### config.mk
export PLATFORM = sky130hd
export DESIGN_NAME = image_padding_ctrl_flat
export DESIGN_NICKNAME = d
export VERILOG_FILES = /design/src/rtl/image_padding_ctrl_if.sv /design/src/rtl/image_padding_ctrl.sv /design/src/flat_wrapper.sv
export SDC_FILE = /design/constraint.sdc
export NUM_CORES = 1
export LEC_CHECK = 0
export CAP_MARGIN = 25
export CORE_MARGIN = 4
export CORE_UTILIZATION = 55
export DETAILED_ROUTE_END_ITERATION = 6
export PLACE_DENSITY_LB_ADDON = 0.05
export REMOVE_ABC_BUFFERS = 1
export SYNTH_ARGS = -nofsm -noshare
export SYNTH_HDL_FRONTEND = slang
export SYNTH_SLANG_ARGS = --single-unit
### constraint.sdc
create_clock -name clk -period 12.68 [get_ports clk]
set_clock_uncertainty 0.1 [all_clocks]
set_input_delay 2.536 -clock clk [delete_from_list [all_inputs] [get_ports clk]]
set_output_delay 2.536 -clock clk [all_outputs]
set_load 0.01 [all_outputs]
### src/rtl/image_padding_ctrl_if.sv
// Bundle of the padding sequencer's configuration, FIFO read side and padded output stream.
// Optional feature macro: PAD_VALUE_EN adds pad_value (programmable pad word).
interface image_padding_ctrl_if #(
  parameter int WIDTH     = 8,
  parameter int ADDR_BITS = 11,
  parameter int PAD_BITS  = 2
);
  logic                 start;
  logic [ADDR_BITS-1:0] row_len;
  logic [ADDR_BITS-1:0] row_num;
  logic [PAD_BITS-1:0]  pad;
`ifdef PAD_VALUE_EN
  logic [WIDTH-1:0]     pad_value;
`endif
  logic                 fifo_valid;
  logic [WIDTH-1:0]     fifo_dout;
  logic                 fifo_rd_en;
  logic [ADDR_BITS-1:0] m_count;
  logic [WIDTH-1:0]     m_data;
  logic                 m_valid;
  logic                 m_ready;
  logic                 busy;
  logic                 done;

`ifdef PAD_VALUE_EN
  modport master (
    input  start, row_len, row_num, pad, pad_value, fifo_valid, fifo_dout, m_ready,
    output fifo_rd_en, m_count, m_data, m_valid, busy, done
  );
  modport slave (
    output start, row_len, row_num, pad, pad_value, fifo_valid, fifo_dout, m_ready,
    input  fifo_rd_en, m_count, m_data, m_valid, busy, done
  );
`else
  modport master (
    input  start, row_len, row_num, pad, fifo_valid, fifo_dout, m_ready,
    output fifo_rd_en, m_count, m_data, m_valid, busy, done
  );
  modport slave (
    output start, row_len, row_num, pad, fifo_valid, fifo_dout, m_ready,
    input  fifo_rd_en, m_count, m_data, m_valid, busy, done
  );
`endif
endinterface

### src/rtl/image_padding_ctrl.sv
// Padding sequencer: reads rows from the padding FIFO and emits a frame with a pad border.
// Optional feature macro: PAD_VALUE_EN selects a latched pad_value as the pad word (else zero).
module image_padding_ctrl #(
  parameter int WIDTH     = 8,
  parameter int ADDR_BITS = 11,
  parameter int PAD_BITS  = 2
) (
  input  logic                 clk,
  input  logic                 rst,
  image_padding_ctrl_if.master bus
);
  localparam int CW = ADDR_BITS + PAD_BITS + 1;

  typedef enum logic [2:0] {
    S_IDLE, S_TOP, S_WAIT, S_LEFT, S_DATA, S_RIGHT, S_BOT, S_FIN
  } state_t;

  state_t               state_q, state_d;
  logic [ADDR_BITS-1:0] len_q, num_q;
  logic [PAD_BITS-1:0]  pad_q;
  logic [CW-1:0]        cnt_q, cnt_d;
  logic [CW-1:0]        rd_cnt_q, rd_cnt_d;
  logic [CW-1:0]        row_q, row_d;
  logic                 inflight_q;
  logic [1:0]           ho_q, ho_d;
  logic [1:0]           occ_q, occ_d, occ_after_pop;
  logic [WIDTH-1:0]     buf0_q, buf0_d, buf1_q, buf1_d;
  logic                 busy_q, busy_d, done_q, done_d;
  logic [WIDTH-1:0]     pad_word;
  logic [CW-1:0]        row_w, top_n, seg_target;
  logic                 pad_state, pad_push, rd_en, pop, push, seg_end;
  logic [WIDTH-1:0]     push_data;

`ifdef PAD_VALUE_EN
  logic [WIDTH-1:0] padval_q;
  // Pad word captured at frame start
  always_ff @(posedge clk or posedge rst) begin
    if (rst) padval_q <= '0;
    else if (state_q == S_IDLE && bus.start) padval_q <= bus.pad_value;
  end
  assign pad_word = padval_q;
`else
  assign pad_word = '0;
`endif

  assign bus.fifo_rd_en = rd_en;
  assign bus.m_count    = len_q;
  assign bus.m_data     = buf0_q;
  assign bus.m_valid    = (occ_q != 2'd0);
  assign bus.busy       = busy_q;
  assign bus.done       = done_q;

  // Datapath: read issue, pad push, 2-entry in-order output buffer, row holdoff
  always_comb begin
    row_w         = CW'(len_q) + (CW'(pad_q) << 1);
    top_n         = CW'(pad_q) * row_w;
    pad_state     = (state_q == S_TOP) || (state_q == S_LEFT) ||
                    (state_q == S_RIGHT) || (state_q == S_BOT);
    seg_target    = (state_q == S_TOP || state_q == S_BOT) ? top_n : CW'(pad_q);
    pop           = (occ_q != 2'd0) && bus.m_ready;
    occ_after_pop = occ_q - {1'b0, pop};
    pad_push      = pad_state && (cnt_q != seg_target) && (occ_after_pop < 2'd2);
    // Reads in flight reserve a slot so a landing can never overflow the buffer
    rd_en         = (state_q == S_DATA) && (rd_cnt_q < CW'(len_q)) &&
                    (({1'b0, occ_q} + {2'b0, inflight_q} - {2'b0, pop}) < 3'd2);
    push          = pad_push || inflight_q;
    push_data     = inflight_q ? bus.fifo_dout : pad_word;
    seg_end       = pad_state && ((cnt_q == seg_target) ||
                    (pad_push && (cnt_q + CW'(1) == seg_target)));

    buf0_d = buf0_q;
    buf1_d = buf1_q;
    if (pop) buf0_d = buf1_q;
    if (push) begin
      if (occ_after_pop == 2'd0) buf0_d = push_data;
      else                       buf1_d = push_data;
    end
    occ_d = occ_after_pop + {1'b0, push};

    // fifo_valid lags the FIFO count, so mask it after a row's final read
    ho_d = (ho_q != 2'd0) ? ho_q - 2'd1 : 2'd0;
    if (rd_en && (rd_cnt_q + CW'(1) == CW'(len_q))) ho_d = 2'd2;
  end

  // Next-state logic for the frame sequence
  always_comb begin
    state_d  = state_q;
    cnt_d    = cnt_q + CW'(pad_push);
    rd_cnt_d = rd_cnt_q + CW'(rd_en);
    row_d    = row_q;
    busy_d   = busy_q;
    done_d   = 1'b0;
    unique case (state_q)
      S_IDLE: begin
        if (bus.start) begin
          busy_d = 1'b1;
          cnt_d  = '0;
          row_d  = '0;
          if (bus.row_len == '0 || bus.row_num == '0) state_d = S_FIN;
          else if (bus.pad == '0)                     state_d = S_WAIT;
          else                                         state_d = S_TOP;
        end
      end
      S_TOP: begin
        if (seg_end) begin
          cnt_d   = '0;
          state_d = S_WAIT;
        end
      end
      S_WAIT: begin
        rd_cnt_d = '0;
        if (bus.fifo_valid && ho_q == 2'd0) begin
          cnt_d   = '0;
          state_d = S_LEFT;
        end
      end
      S_LEFT: begin
        if (seg_end) begin
          cnt_d   = '0;
          state_d = S_DATA;
        end
      end
      S_DATA: begin
        cnt_d = '0;
        if (rd_cnt_q == CW'(len_q) && !inflight_q) state_d = S_RIGHT;
      end
      S_RIGHT: begin
        if (seg_end) begin
          cnt_d = '0;
          row_d = row_q + CW'(1);
          if (row_q + CW'(1) < CW'(num_q)) state_d = S_WAIT;
          else if (pad_q == '0)            state_d = S_FIN;
          else                             state_d = S_BOT;
        end
      end
      S_BOT: begin
        if (seg_end) state_d = S_FIN;
      end
      S_FIN: begin
        if (occ_q == 2'd0) begin
          done_d  = 1'b1;
          busy_d  = 1'b0;
          state_d = S_IDLE;
        end
      end
      default: state_d = S_IDLE;
    endcase
  end

  // State, counters, buffer and frame configuration registers
  always_ff @(posedge clk or posedge rst) begin
    if (rst) begin
      state_q    <= S_IDLE;
      len_q      <= '0;
      num_q      <= '0;
      pad_q      <= '0;
      cnt_q      <= '0;
      rd_cnt_q   <= '0;
      row_q      <= '0;
      inflight_q <= 1'b0;
      ho_q       <= '0;
      occ_q      <= '0;
      buf0_q     <= '0;
      buf1_q     <= '0;
      busy_q     <= 1'b0;
      done_q     <= 1'b0;
    end else begin
      state_q    <= state_d;
      cnt_q      <= cnt_d;
      rd_cnt_q   <= rd_cnt_d;
      row_q      <= row_d;
      inflight_q <= rd_en;
      ho_q       <= ho_d;
      occ_q      <= occ_d;
      buf0_q     <= buf0_d;
      buf1_q     <= buf1_d;
      busy_q     <= busy_d;
      done_q     <= done_d;
      if (state_q == S_IDLE && bus.start) begin
        len_q <= bus.row_len;
        num_q <= bus.row_num;
        pad_q <= bus.pad;
      end
    end
  end
endmodule

### src/flat_wrapper.sv
// flat-port wrapper written by rule: the top's interface ports become plain ports
module image_padding_ctrl_flat 
#(
  parameter int WIDTH     = 8,
  parameter int ADDR_BITS = 11,
  parameter int PAD_BITS  = 2
)
  (clk, rst, bus_start, bus_row_len, bus_row_num, bus_pad, bus_fifo_valid, bus_fifo_dout, bus_m_ready, bus_fifo_rd_en, bus_m_count, bus_m_data, bus_m_valid, bus_busy, bus_done);
  image_padding_ctrl_if #(.WIDTH(WIDTH), .ADDR_BITS(ADDR_BITS), .PAD_BITS(PAD_BITS)) bus_i ();
  input  logic clk;
  input  logic rst;
  input wire logic [$bits(bus_i.start)-1:0] bus_start;
  input wire logic [$bits(bus_i.row_len)-1:0] bus_row_len;
  input wire logic [$bits(bus_i.row_num)-1:0] bus_row_num;
  input wire logic [$bits(bus_i.pad)-1:0] bus_pad;
  input wire logic [$bits(bus_i.fifo_valid)-1:0] bus_fifo_valid;
  input wire logic [$bits(bus_i.fifo_dout)-1:0] bus_fifo_dout;
  input wire logic [$bits(bus_i.m_ready)-1:0] bus_m_ready;
  output wire logic [$bits(bus_i.fifo_rd_en)-1:0] bus_fifo_rd_en;
  output wire logic [$bits(bus_i.m_count)-1:0] bus_m_count;
  output wire logic [$bits(bus_i.m_data)-1:0] bus_m_data;
  output wire logic [$bits(bus_i.m_valid)-1:0] bus_m_valid;
  output wire logic [$bits(bus_i.busy)-1:0] bus_busy;
  output wire logic [$bits(bus_i.done)-1:0] bus_done;
  assign bus_i.start = bus_start;
  assign bus_i.row_len = bus_row_len;
  assign bus_i.row_num = bus_row_num;
  assign bus_i.pad = bus_pad;
  assign bus_i.fifo_valid = bus_fifo_valid;
  assign bus_i.fifo_dout = bus_fifo_dout;
  assign bus_i.m_ready = bus_m_ready;
  assign bus_fifo_rd_en = bus_i.fifo_rd_en;
  assign bus_m_count = bus_i.m_count;
  assign bus_m_data = bus_i.m_data;
  assign bus_m_valid = bus_i.m_valid;
  assign bus_busy = bus_i.busy;
  assign bus_done = bus_i.done;
  image_padding_ctrl #(.WIDTH(WIDTH), .ADDR_BITS(ADDR_BITS), .PAD_BITS(PAD_BITS)) u_core (.clk(clk), .rst(rst), .bus(bus_i));
endmodule
==> flow_summary.toml, run 1 <==
[critical_path]
slowest_stage = "clkdlybuf4s50_1"
end_kind = "output port"
critPathLaunch = "bus_m_ready"
critPathMaxFanout = 9
rrSetupSlack_ns = 6.86
cp-start-kind = "primary input"
r2r_start = "u_core.pad_q[0]"
r2r_cells = 17
worst-path-buf-inv = 3
r2r_end = "u_core.cnt_q[4]"
required_ns = 10.04
crit_top_cell = "clkdlybuf4s50_1"
max_stage_delay_ns = 0.60
criticalPathCategory = "primary input to output port"
critical_path_arrival_ns = 5.70
worstPathCellList = "clkdlybuf4s50_1 -> nand2_1 -> inv_1 -> ha_1 -> nand2b_1 -> fa_1 -> nor4b_1 -> nand4_1 -> a31oi_1 -> clkdlybuf4s50_1"
cp_top_family = "buffers and inverters"

[sta]
post-route-period-util_pct = 65.7
layout_setup_ws_ns = 4.35
setup_viol = 0
finalMaxSlewViolations = 0
final-hold-violation-count = 0
setup_tns_ns = 0
max_freq_mhz = 120
max_slew_margin_pct = 29.6
tightest_slew_ns = 1.05
period_minus_slack_ns = 8.33
rsz0062_at_grt = "no"

[cts]
insertion_delay_ns = 0.35
cts_tree = "done"
cts.path.max_buffers = 2
holdBufCountCts = 0
clock_sinks = 92
cts_made_buffers = 9
htree_levels = 3
root_buffer = "clkbuf_16"
cts.clk_slew.worst_paths_ns = 0.06
postCtsResizedCells = 0
post-cts-setup-buffers = 0

[synthesis]
ys_top_cells_by_area = "dfrtp_1 (33%), ha_1 (8.0%), xnor2_1 (5.2%), nand2_1 (4.9%), o21ai_0 (4.3%)"
ys_types = 73
synth_seq_cells = 92
synthTopCellsByCount = "dfrtp_1 (92), nand2_1 (92), nor2_1 (63), o21ai_0 (60), ha_1 (45)"
netlist_instances = 835
avgSynthCellArea_um2 = 8.46
synth_edf_count = 0
synthArstFlopShare_pct = 100
synth_ff_type = "dfrtp_1"
syn_area_um2 = 7060
yosysTopAreaCell = "dfrtp_1"
synth_warnings = 0
ys_seq_area_share_pct = 32.6
synth_top_area_share_pct = 32.6

[power]
seqPwrFrac_pct = 41.2
ir_worst_vdd_mv = 0.0811
power_leakage_nw = 3.66
p_switching_mw = 0.284
p_per_area_nw_per_um2 = 106
clkPwrFrac_pct = 32.9
intPower_mw = 0.573
total_power_mw = 0.856
swShare_pct = 33.1
power_frac_comb_pct = 26.0

[outcome]
outcome = "finished, final reports clean"

[finish]
num-fill-cells = 1131
syn2layout_area_growth_pct = 14.4
fin_nets = 962
drive_above_1_share_pct = 4.42
fin_cells = 1054
stdcell_area_um2 = 8080
diodes = 0

[run]
drv_cap = 0

[die]
start_util_pct = 56.0
ios = 60
die_w_um = 121
dieArea_um2 = 14700
core_area_um2 = 12600
fp.dieH_um = 121
row_count = 41

[route]
wirelength_mm = 18.3
wl_per_cell_um = 17.4
remaining_drc_errors = 0
firstDrtPassIters = 5
drt_iter0_drc = 468
vias = 6357
vias_per_cell = 6.03
ant_nets = 0

[grt]
grt_usage_pct = 25.7
grt_first_pass_wirelength_mm = 30.8
grt_max_degree = 76
antenna_found_initial = 0
grt_remaining_overflow = 0
grt_pass1_vias = 6293

[placed_design]
port-buffer-count = 59
dpl.cell_count = 1037
gp_congestion = 0.919
place_area_um2 = 7750
dp_hpwl_mm = 13.6
dp_slack_ns = 4.34

[worst_hold_path]
worstHoldPathCells = 2
worstHoldPathType = "flop to flop"
hold-path-endpoint = "u_core.num_q[0]"
hold_path_startpoint = "u_core.num_q[0]"
==> per-layer routing <==
metal / routed length (um) / track usage (%) / vias up
met3: 938 / 3.87 / 28
met4: 307 / 8.33 / 0
met1: 8580 / 36.0 / 3074
met2: 8510 / 41.0 / 191
li1: - / - / 3064
met5: 0 / 0 / -
==> power groups by stage <==
stage	Clock (mW)	Sequential (mW)	Combinational (mW)
finish	0.282	0.352	0.222
global placement	0	0.355	0.209
floorplan	0	0.347	0.156
CTS	0.286	0.351	0.222
global route	0.298	0.356	0.249
detailed placement	0	0.356	0.220
==> flip-flops by register name, indices dropped and copies added (netlist names) <==
register / flops
u_core.bus.m_data: 8
u_core.num_q: 11
u_core.occ_q: 2
u_core.ho_q: 2
u_core.rd_cnt_q: 14
u_core.bus.done: 1
u_core.inflight_q: 1
u_core.pad_q: 2
u_core.cnt_q: 14
u_core.bus.m_count: 11
u_core.state_q: 3
u_core.row_q: 14
u_core.buf1_q: 8
u_core.bus.busy: 1
==> through the flow <==
stage / hold WS, ns / utilization [%]
after floorplan: 0.341 / -
after global placement: 0.358 / 61.4
after detailed placement: 0.367 / 61.4
after CTS: 0.383 / 63.8
after global routing: 0.429 / 64.0
final: 0.378 / 64.0
==> tightest hold or removal path: stages, from the launching register on <==
cell     delay (ns)
dfrtp_1        0.34
nand2_1        0.05
nand2_1        0.05
==> worst max path at each step <==
stage	to	depth (start not counted)
2_1_floorplan	bus_fifo_rd_en	8
3_3_place_gp	bus_fifo_rd_en	10
3_5_place_dp	bus_fifo_rd_en	10
4_1_cts	bus_fifo_rd_en	10
5_1_grt	bus_fifo_rd_en	10
6_report	bus_fifo_rd_en	10
==> kinds of logic after synthesis <==
family	after synthesis	synth area share [%]
adder cells (fa/ha/maj)	48	8.82
flip-flops	92	32.6
AO/OA/AOI/OAI	185	17.0
XOR/XNOR	72	9.14
buffers and inverters	74	4.23
multiplexers	17	2.43
AND/OR/NAND/NOR	347	25.7
==> layout make-up <==
class	count	area [um2]	share of cell area [%]
clock inverters	5	60.1	0.743
well taps	172	215	2.66
repair buffers	63	641	7.93
clock buffers	11	243	3.00
inverters	42	159	1.97
flip-flops and latches	92	2300	28.5
multi-input cells	669	4460	55.2
==> cell usage in the layout, fill, tap and decap left out, types with 4 or more instances in the layout <==
cell type	instances
xor2_1	29
dfrtp_1	92
o21a_1	10
a22o_1	9
a31oi_1	4
and2_1	15
a21oi_1	32
nor3b_1	4
nor4_1	13
o211ai_1	14
or2_2	8
mux2i_1	16
ha_1	45
clkbuf_16	9
and3_1	10
nand2b_1	8
or3_1	6
inv_1	41
and4_1	6
o22ai_1	4
nor3_1	17
o221ai_1	6
nand4_1	19
nor2_1	63
nor2b_1	30
o31ai_1	4
nand2_1	92
o21ai_0	60
xnor2_1	42
nand3_1	31
clkdlybuf4s50_1	59
a21o_1	11
Note: power is estimated with default switching activity, not from simulation.
==> run 2, diff against run 1 <==
==> constraint.sdc (replaced) <==
create_clock -name clk -period 8.5 [get_ports clk]
set_clock_uncertainty 0.1 [all_clocks]
set_input_delay 1.7 -clock clk [delete_from_list [all_inputs] [get_ports clk]]
set_output_delay 1.7 -clock clk [all_outputs]
set_load 0.01 [all_outputs]
==> run 2 against run 1 <==
Against the previous run: via count down 1.3%; final cell count about the same; combinational power up 48%; core utilization down 0.24 points; sequential share of layout area up 0.11 points; power up 44%; clock power up 35%; critical path type unchanged.
==> flow_summary.toml, run 2 (same netlist as run 1, synthesis figures left out) <==
[cts]
holdBufCountCts = 0
post-cts-setup-buffers = 0
insertion_delay_ns = 0.35
clock_sinks = 92
cts.path.max_buffers = 2
cts_tree = "done"
htree_levels = 3
cts_made_buffers = 9
root_buffer = "clkbuf_16"
postCtsResizedCells = 0
cts.clk_slew.worst_paths_ns = 0.06

[route]
remaining_drc_errors = 0
ant_nets = 0
vias = 6277
wl_met3_mm = 1.03
vias_per_cell = 5.95
wl_per_cell_um = 17.1
drt_iter0_drc = 405
firstDrtPassIters = 7
wl_met1_mm = 8.25
top_layer = "met4"
dr_wl_met2_mm = 8.43
wirelength_mm = 18.1

[worst_hold_path]
hold_path_startpoint = "u_core.num_q[0]"
worstHoldPathType = "flop to flop"
hold-path-endpoint = "u_core.num_q[0]"
worstHoldPathCells = 2

[critical_path]
r2r_end = "u_core.cnt_q[12]"
r2r_cells = 22
end_kind = "output port"
cp-start-kind = "primary input"
critPathLaunch = "bus_m_ready"
rrSetupSlack_ns = 2.90
r2r_start = "u_core.pad_q[0]"
required_ns = 6.70
critical_path_arrival_ns = 4.91
criticalPathCategory = "primary input to output port"
critPathMaxFanout = 9

[placed_design]
dp_hpwl_mm = 13.4
dp_slack_ns = 1.77
place_area_um2 = 7750
port-buffer-count = 59
gp_congestion = 0.912

[sta]
fin_hold_ws_ns = 0.377
final-hold-violation-count = 0
setup_viol = 0
finalMaxSlewViolations = 0
rsz0062_at_grt = "no"
tightest_slew_ns = 0.978
setup_tns_ns = 0
period_minus_slack_ns = 6.71
max_freq_mhz = 149
post-route-period-util_pct = 78.9
layout_setup_ws_ns = 1.79
max_slew_margin_pct = 34.7

[finish]
drive_above_1_share_pct = 4.42
final_cell_mix = "nand2_1 (92), dfrtp_1 (92), nor2_1 (63)"
fin_nets = 963
reg_top3 = "u_core.cnt_q (14), u_core.rd_cnt_q (14), u_core.row_q (14)"
final_util_pct = 63.8
stdcell_area_um2 = 8050
diodes = 0
syn2layout_area_growth_pct = 14.0

[die]
row_count = 41
core_area_um2 = 12600
dieArea_um2 = 14700
fp.dieH_um = 121
ios = 60
start_util_pct = 56.0
die_w_um = 121

[grt]
grt_usage_pct = 25.4
grt_max_degree = 76
grt_first_pass_wirelength_mm = 30.2
antenna_found_initial = 0
grt_pass1_vias = 6191
grt_remaining_overflow = 0

[run]
drv_cap = 0

[power]
ir_worst_vdd_mv = 0.122
p_per_area_nw_per_um2 = 153
power_leakage_nw = 3.64

[outcome]
outcome = "finished, final reports clean"
## run 2: changes by cell type in the layout (fill, tap and decap cells not counted), sizes merged
cell | previous run | this run
bufinv | 1 | 0
clkinvlp | 1 | 3
clkinv | 3 | 2
buf | 4 | 5
## run 2: worst max path at each step
stage and endpoint:
4_1_cts bus_fifo_rd_en, 5_1_grt bus_fifo_rd_en, 3_5_place_dp bus_fifo_rd_en, 6_report bus_fifo_rd_en
2_1_floorplan bus_fifo_rd_en, 3_3_place_gp bus_fifo_rd_en
## run 2: final cells by class
type / instances / area [um2]
Multi-Input combinational cell: 669 / 4460
Clock inverter: 5 / 36.3
Sequential cell: 92 / 2300
Clock buffer: 11 / 233
Fill cell: 1099 / 4570
Inverter: 42 / 159
Tap cell: 172 / 215
Timing Repair Buffer: 64 / 644
## run 2: report_power, final
part | internal, mW | leakage, nW | total, mW | switching (mW)
Combinational | 0.147 | 2.40 | 0.328 | 0.180
Clock | 0.199 | 0.122 | 0.382 | 0.182
Sequential | 0.468 | 1.12 | 0.526 | 0.0577
Total | 0.815 | 3.64 | 1.23 | 0.420
## run 2: metrics by stage
stage,std cells,total power [mW]
after global routing,1055,1.31
after global placement,1037,0.841
after floorplan,803,0.750
after detailed placement,1037,0.858
final,1055,1.23
after CTS,1053,1.24
## run 2: critical path, stage by stage
cell and delay (ns):
clkdlybuf4s50_1 0.40, nand2_1 0.39, inv_1 0.14, ha_1 0.28, nand2b_1 0.15, fa_1 0.49, nor4b_1 0.26, nand4_1 0.20
a31oi_1 0.29, clkdlybuf4s50_1 0.60
## run 2: layer usage
layer,vias up,GRT usage [%]
met5,-,0
met4,0,8.26
met3,26,4.99
met2,186,39.9
met1,2998,35.3
li1,3067,-
==> run 3, diff against run 2 <==
==> constraint.sdc (replaced) <==
create_clock -name clk -period 6.7 [get_ports clk]
set_clock_uncertainty 0.1 [all_clocks]
set_input_delay 1.34 -clock clk [delete_from_list [all_inputs] [get_ports clk]]
set_output_delay 1.34 -clock clk [all_outputs]
set_load 0.01 [all_outputs]
==> run 3 against run 2 <==
Against the previous run: flip-flop and latch count did not move; highest routed layer unchanged; clock power rose by 28%; combinational power rose by 28%; non-clock buffer count did not move; register-to-register slack got worse by 1.8 ns; final cell count did not move; power rose by 28%; largest power group unchanged; first-iteration DRC count rose by 14%; core utilization rose by 0.14 points; die area did not move; via count fell by 0.37%; sequential share of layout area fell by 0.062 points.
==> flow_summary.toml, run 3 (same netlist as run 1, synthesis figures left out) <==
[outcome]
outcome = "finished, final reports clean"

[route]
firstDrtPassIters = 6
vias_per_cell = 5.93
remaining_drc_errors = 0
wirelength_mm = 18.0
vias = 6254
ant_nets = 0
drt_iter0_drc = 461
wl_per_cell_um = 17.0

[critical_path]
worstPathCellList = "clkdlybuf4s50_1 -> nand2_1 -> inv_1 -> ha_1 -> nand2b_1 -> fa_1 -> nor4b_1 -> nand4_1 -> a31oi_1 -> clkdlybuf4s50_1"
end_kind = "output port"
crit_top_cell = "clkdlybuf4s50_1"
critPathMaxFanout = 9
r2r_start = "u_core.pad_q[0]"
worst-path-buf-inv = 3
critical_path_arrival_ns = 4.50
criticalPathCategory = "primary input to output port"
slowest_stage = "clkdlybuf4s50_1"
critPathLaunch = "bus_m_ready"
required_ns = 5.26
cp_top_family = "buffers and inverters"
max_stage_delay_ns = 0.59
cp-start-kind = "primary input"

[sta]
finalMaxSlewViolations = 0
rsz0062_at_grt = "no"
post-route-period-util_pct = 88.7
max_slew_margin_pct = 31.8
setup_tns_ns = 0
setup_viol = 0
final-hold-violation-count = 0
max_freq_mhz = 168
tightest_slew_ns = 1.02
fin_hold_ws_ns = 0.380
period_minus_slack_ns = 5.94

[placed_design]
place_area_um2 = 7750
dp_hpwl_mm = 13.4
port-buffer-count = 59
dpl.cell_count = 1037
gp_congestion = 0.921

[grt]
grt_usage_pct = 25.0
grt_max_degree = 78
grt_pass1_vias = 6030
grt_remaining_overflow = 0
grt_first_pass_wirelength_mm = 29.6
antenna_found_initial = 0

[finish]
syn2layout_area_growth_pct = 14.2
drive_above_1_share_pct = 4.53
fin_nets = 963
seq_area_um2 = 2300
multi_input_area_um2 = 4460
fin_cells = 1055
stdcell_area_um2 = 8070
reg_top3 = "u_core.cnt_q (14), u_core.rd_cnt_q (14), u_core.row_q (14)"
diodes = 0
final_cell_mix = "nand2_1 (92), dfrtp_1 (92), nor2_1 (63)"
num-fill-cells = 1131

[cts]
htree_levels = 3
holdBufCountCts = 0
post-cts-setup-buffers = 0
root_buffer = "clkbuf_16"
cts_made_buffers = 9
cts_tree = "done"
insertion_delay_ns = 0.35
cts.path.max_buffers = 2
cts.clk_slew.worst_paths_ns = 0.06
postCtsResizedCells = 0
clock_sinks = 92

[die]
core_area_um2 = 12600
dieArea_um2 = 14700
start_util_pct = 56.0
die_w_um = 121
ios = 60
row_count = 41
fp.dieH_um = 121

[run]
drv_cap = 0

[worst_hold_path]
worstHoldPathType = "flop to flop"
hold_path_startpoint = "u_core.num_q[0]"

[power]
p_per_area_nw_per_um2 = 195
power_leakage_nw = 3.65
ir_worst_vdd_mv = 0.131
## run 3: cell counts in the layout (fill, tap and decap cells not counted)
Identical to the previous run, type by type.
## run 3: worst register-to-register path: stages (launching register included)
cell and delay, ns:
dfrtp_1 0.54, ha_1 0.30, fa_1 0.44, nand3_1 0.16, nor3_1 0.08, xnor2_1 0.22
nor2b_1 0.08, ha_1 0.38, a21o_1 0.22, a221o_1 0.31, or2_2 0.27, o211ai_1 0.37
xnor2_1 0.17, o32ai_1 0.11, a31o_2 0.28, a21o_1 0.22, nor2_1 0.13, ha_1 0.19
ha_1 0.22, nand4_1 0.21, nor4_1 0.30, xnor2_1 0.16, nor2_1 0.05
## run 3: area by class of cell
class | instances | area share (%)
clock buffers | 11 | 3.01
repair buffers | 64 | 8.08
clock inverters | 5 | 0.450
well taps | 172 | 2.67
inverters | 42 | 1.97
multi-input cells | 669 | 55.3
flip-flops and latches | 92 | 28.5
## run 3: routing by layer
layer  global-route usage, %  share of wire, %
met5                       0                 0
met4                    9.10               2.0
met3                    4.01               4.3
met2                    39.1                46
met1                    35.1                47
## run 3: final timing paths
path | cells after the start | to | slack [ns]
max | 10 | bus_fifo_rd_en | 0.76
min | 2 | u_core.num_q[0] | 0.38
max reg2reg | 22 | u_core.cnt_q[12] | 1.08
min reg2reg | 2 | u_core.num_q[0] | 0.38
max in group asynchronous | 4 | u_core.num_q[8] | 4.42
min in group asynchronous | 2 | u_core.rd_cnt_q[11] | 1.12
## run 3: report_power, final
group	total (mW)	internal, mW	switching [mW]
Sequential	0.668	0.594	0.0742
Combinational	0.419	0.187	0.231
Clock	0.488	0.262	0.226
## run 3: per-stage QoR
step | total power, mW | setup WS (ns) | utilization, %
4_1_cts | 1.58 | 0.736 | 63.6
3_5_place_dp | 1.09 | 0.729 | 61.4
3_3_place_gp | 1.07 | 0.817 | 61.4
2_1_floorplan | 0.952 | 1.84 | -
6_report | 1.58 | 0.759 | 63.9
5_1_grt | 1.66 | 0.544 | 63.9
